<file path="src/rtl/sub_pkg.sv">
// ---------------------------------------------------------------------------
// sub_pkg
// Shared definitions for the bit-serial subtractor slice.
//   state_t    : FSM state encoding (IDLE, RUN, DONE)
//   cnt_width  : bit-counter sizing helper, $clog2(width) with a floor of 1
// ---------------------------------------------------------------------------
package sub_pkg;

  typedef enum logic [1:0] {
    IDLE = 2'd0,
    RUN  = 2'd1,
    DONE = 2'd2
  } state_t;

  localparam int DEFAULT_WIDTH = 6;

  // The counter only has to reach width-1, so $clog2(width) bits suffice.
  function automatic int cnt_width(input int w);
    return (w < 2) ? 1 : $clog2(w);
  endfunction

endpackage : sub_pkg

</file>
<file path="src/rtl/full_subtractor.sv">
// ---------------------------------------------------------------------------
// full_subtractor
// One-bit full subtractor, purely combinational: computes a - b - b_in.
// Ports:
//   a     in  minuend bit
//   b     in  subtrahend bit
//   b_in  in  borrow from the less significant bit
//   diff  out difference bit
//   b_out out borrow to the more significant bit
// ---------------------------------------------------------------------------
module full_subtractor (
  input  logic a,
  input  logic b,
  input  logic b_in,
  output logic diff,
  output logic b_out
);

  assign diff  = a ^ b ^ b_in;
  // Borrow when a=0,b=1, or when a==b and a borrow is already pending.
  assign b_out = (~a & b) | (~(a ^ b) & b_in);

endmodule : full_subtractor

</file>
<file path="src/rtl/sub_serial.sv">
// ---------------------------------------------------------------------------
// sub_serial
// Bit-serial unsigned subtractor: diff = a - b, one bit per clock, LSB first,
// using a single full_subtractor cell and a borrow flip-flop.
// Handshake: start (accepted when not busy) -> busy for width cycles ->
// single-cycle done pulse as diff/underflow update. Results hold until the
// next operation completes. All outputs are registered.
//
// Parameters:
//   width      operand/result width, >= 2 (default 6)
// Ports:
//   clk        in  rising-edge clock
//   rst_n      in  asynchronous active-low reset
//   start      in  request a new operation (ignored while busy)
//   a, b       in  minuend / subtrahend, captured on an accepted start
//   busy       out operation in progress
//   done       out one-cycle pulse when diff/underflow update
//   diff       out result register
//   underflow  out final borrow (a < b)
//
// Build option: define SUB_SERIAL_SAT_EN to saturate diff to 0 on underflow.
// ---------------------------------------------------------------------------
module sub_serial
  import sub_pkg::*;
#(
  parameter int width = DEFAULT_WIDTH
) (
  input  logic             clk,
  input  logic             rst_n,
  input  logic             start,
  input  logic [width-1:0] a,
  input  logic [width-1:0] b,
  output logic             busy,
  output logic             done,
  output logic [width-1:0] diff,
  output logic             underflow
);

  localparam int CNT_W = cnt_width(width);

  state_t             r_state;
  logic [CNT_W-1:0]   r_cnt;
  logic [width-1:0]   r_a_sh;
  logic [width-1:0]   r_b_sh;
  logic [width-1:0]   r_res;
  logic               r_borrow;

  logic               w_d;
  logic               w_borrow_next;
  logic [width-1:0]   w_res_next;
  logic [width-1:0]   w_result;
  logic               w_last;

  full_subtractor u_fs (
    .a     (r_a_sh[0]),
    .b     (r_b_sh[0]),
    .b_in  (r_borrow),
    .diff  (w_d),
    .b_out (w_borrow_next)
  );

  // Result bits enter at the MSB so that after width shifts bit 0 sits at LSB.
  assign w_res_next = {w_d, r_res[width-1:1]};
  assign w_last     = (r_cnt == CNT_W'(width - 1));

`ifdef SUB_SERIAL_SAT_EN
  assign w_result = w_borrow_next ? '0 : w_res_next;
`else
  assign w_result = w_res_next;
`endif

  // NOTE: every register, datapath included, is reset so that an abort
  // leaves no stale operand or borrow behind; state uses <= exclusively so
  // all updates in this block see the pre-edge values.
  always_ff @(posedge clk or negedge rst_n) begin
    if (!rst_n) begin
      r_state   <= IDLE;
      r_cnt     <= '0;
      r_a_sh    <= '0;
      r_b_sh    <= '0;
      r_res     <= '0;
      r_borrow  <= 1'b0;
      busy      <= 1'b0;
      done      <= 1'b0;
      diff      <= '0;
      underflow <= 1'b0;
    end else begin
      done <= 1'b0;
      case (r_state)
        IDLE, DONE: begin
          if (start) begin
            r_a_sh   <= a;
            r_b_sh   <= b;
            r_res    <= '0;
            r_borrow <= 1'b0;
            r_cnt    <= '0;
            r_state  <= RUN;
            busy     <= 1'b1;
          end else begin
            r_state  <= IDLE;
            busy     <= 1'b0;
          end
        end

        RUN: begin
          r_a_sh   <= r_a_sh >> 1;
          r_b_sh   <= r_b_sh >> 1;
          r_res    <= w_res_next;
          r_borrow <= w_borrow_next;
          r_cnt    <= r_cnt + CNT_W'(1);
          if (w_last) begin
            diff      <= w_result;
            underflow <= w_borrow_next;
            r_state   <= DONE;
            busy      <= 1'b0;
            done      <= 1'b1;
          end
        end

        default: begin
          r_state <= IDLE;
          busy    <= 1'b0;
        end
      endcase
    end
  end

endmodule : sub_serial

</file>
<file path="config.mk">
export PLATFORM = sky130hd
export DESIGN_NAME = sub_serial
export DESIGN_NICKNAME = d
export VERILOG_FILES = /design/src/rtl/sub_pkg.sv /design/src/rtl/full_subtractor.sv /design/src/rtl/sub_serial.sv
export SDC_FILE = /design/constraint.sdc
export NUM_CORES = 1
export LEC_CHECK = 0
export CAP_MARGIN = 20
export CORE_UTILIZATION = 24
export CTS_CLUSTER_SIZE = 16
export DETAILED_ROUTE_END_ITERATION = 6
export PLACE_DENSITY = 0.46
export SKIP_CTS_REPAIR_TIMING = 1
export SYNTH_ARGS = -nofsm -noshare
export SYNTH_HDL_FRONTEND = slang
export SYNTH_SLANG_ARGS = --single-unit
</file>
<file path="constraint.sdc">
create_clock -name clk -period 1.6 [get_ports clk]
set_input_delay 0.16 -clock clk [delete_from_list [all_inputs] [get_ports clk]]
set_output_delay 0.16 -clock clk [all_outputs]
set_load 0.02 [all_outputs]
</file>
==> impl_metrics.tcl <==
set metrics [dict create \
    cts_buffers 5 \
    synth_area_um2 1520 \
    antenna-diode-count 0 \
    cpPeakStageDelay_ns 0.63 \
    syn_area_per_cell_um2 11.34 \
    die_area_um2 6656 \
    grt_pass1_vias 1060 \
    fin_skew_ns 0.005705 \
    arrival_ns 1.35 \
    reg2regPathDepth 4 \
    antenna_found_initial 0 \
    reg2reg_to "diff[1]" \
    place_congestion 0.7331 \
    end_kind "primary output" \
    htreeDepth 2 \
    critical_path.slowest_cell "clkdlybuf4s50_1" \
    required_ns 1.44 \
    cts.reportedPaths.clkPinSlew_ns 0.07 \
    grt_overflow_total 0 \
    start_util_pct 25.23 \
    pin_count 24 \
    reg2reg_slack_ns 0.21 \
    final.setup.worst_slack_ns 0.08920 \
    slew_headroom_pct 72.85 \
    synth_edf_count 0 \
    cts_num_sinks 31 \
    cts_buffer_depth 2 \
    syn_inst 134 \
    cp.depth 1 \
    setup.worst_path.start "busy" \
    wl_per_cell_um 13.13 \
    vias 1072 \
    slew_violations 0 \
    area_growth_syn_to_layout_pct 30.29 \
    worstMarginPinSlew_ns 0.4073 \
    rows 28 \
    hold_path_class "input port to async pin" \
    max-vdd-ir-drop_mv 0.6568 \
    rsz0062_at_grt "no" \
    fin_crit_ns 1.511 \
    die_w_um 81.59 \
    clk_latency_ns 0.28 \
    syn_nets 152 \
    cap_violations 0 \
    yosys.area.top_type_share_pct 51.03 \
    drt_iter0_drc 75 \
    hold_viol_final 0 \
    outcome "finished clean" \
    critical_path.top_delay_family "buffers and inverters" \
    firstDrtPassIters 4 \
    max_freq_ghz 0.6619 \
    core_um2 6026 \
    ant_nets 0 \
    pre_cts_ws_ns 0.2121 \
    ys_seq_area_share_pct 51.03 \
    finalSetupViolations 0 \
    route.detailed.drc 0 \
    start_kind "flip-flop" \
    root_buffer "clkbuf_8" \
    ys.flop_type "dfrtp_1" \
    tritoncts "yes" \
    grt_pass1_wl_um 5361 \
    ys_seq_elements 31 \
    via_per_inst 4.485 \
    finalPower_mw 3.722 \
    netlist_top_cells_area "dfrtp_1 51%, mux2i_1 9.9%, mux2_4 5.9%" \
    grt_usage_pct 11.08 \
    die_h_um 81.59 \
    yosysTopAreaCell "dfrtp_1" \
    numPortBuffers 23 \
    final.period_utilization_pct 94.43 \
    routed_wl_um 3139 \
    power_leakage_nw 0.8682 \
    worst-path-buf-inv 1 \
    worstSetupPathType "flip-flop to primary output" \
    dp_hpwl_um 2140 \
    critPathMaxFanout 5 \
    p_per_area_nw_per_um2 1879 \
    crit_path_cell_trace "clkdlybuf4s50_1" \
    r2r-start "r_cnt[1]" \
    async_reset_ff_share_pct 100.0 \
    drive_above_1_share_pct 14.63 \
    nets 181 \
    ys_warn_count 0 \
    grt_max_degree 32 \
    synth.distinct_cells 26 \
    worstSetupEndpoint "busy" \
]
-- stage by stage --
step	area, µm²	TNS [ns]	cells	hold slack, ns	util [%]
final	1981	0	239	0.2653	32.87
after global routing	1981	0	239	0.3183	32.87
after CTS	1979	-0.02608	239	0.2940	32.85
after floorplan	1520	0	134	-0.1356	-
after detailed placement	1862	0	231	0.5030	30.90
after global placement	1862	0	231	0.4971	30.90
-- cell usage in the layout (no fill, tap or decap), types with 6 or more instances in the layout --
cell type        netlist  routed
clkdlybuf4s50_1        0      23
mux2i_1               15      15
clkbuf_8               0       6
a211oi_1               8       8
a21oi_1               12      12
nand2_1               11      11
o21ai_1                9       9
nor2b_1                9       9
dfrtp_1               31      30
inv_1                  6       6
mux2_4                 6       6
buf_4                  4       6
-- Yosys cell counts (2+ instances only) --
| master | count |
|---|---|
| buf_4 | 4 |
| a21oi_1 | 12 |
| clkbuf_1 | 2 |
| nor2b_1 | 9 |
| nand2_1 | 11 |
| mux2_4 | 6 |
| a22o_1 | 2 |
| o21ai_0 | 2 |
| inv_1 | 6 |
| mux2i_1 | 15 |
| nor2_1 | 2 |
| a211oi_1 | 8 |
| dfrtp_1 | 31 |
| ha_1 | 2 |
| nand3_1 | 2 |
| o21ai_1 | 9 |
| buf_2 | 2 |
-- routing by layer --
metal | track usage (%) | up-vias | routed length (µm)
met5 | 0 | - | 0
met2 | 15.92 | 25 | 1366
met4 | 5.263 | 0 | 45
li1 | - | 525 | -
met1 | 14.93 | 517 | 1586
met3 | 3.556 | 5 | 141
-- sequential cells by signal, indices dropped and copies added (netlist names) --
name and flops:
busy 1, r_borrow 1, underflow 1, r_res 5
r_b_sh 6, done 1, r_cnt 3, diff 6
r_state 1, r_a_sh 6
-- where the power goes --
part,leakage [nW],internal (mW),switching [mW]
clock network,0.0612,0.504,0.310
logic,0.418,0.771,0.696
registers,0.389,1.14,0.304
total,0.868,2.41,1.31
-- how the worst min path moves through the flow --
stage                         start        end  slack [ns]  cells past startpoint
after floorplan               rst_n       busy       -0.14                      0
after global placement      diff[4]    diff[4]        0.50                      1
after detailed placement  r_b_sh[4]  r_b_sh[4]        0.50                      1
after CTS                     rst_n   r_cnt[2]        0.29                      2
after global routing          rst_n   r_cnt[2]        0.32                      2
final                         rst_n   r_cnt[2]        0.27                      2
-- cell families after synthesis --
group	Yosys count	synth area share, %
AO/OA/AOI/OAI	35	13.99
flip-flops	31	51.03
AND/OR/NAND/NOR	28	10.45
multiplexers	21	15.80
buffers and inverters	14	4.609
adder cells (fa/ha/maj)	3	2.963
XOR/XNOR	2	1.152
-- layout make-up --
type                            instances  area (µm²)
Fill cell                             620        4045
Sequential cell                        31       777.0
Multi-Input combinational cell         89       674.4
Timing Repair Buffer                   30       295.3
Tap cell                               75       93.84
Clock buffer                            6       82.58
Clock inverter                          2       35.03
Inverter                                6       22.52
No activity file was read; power rests on OpenSTA's default activity.
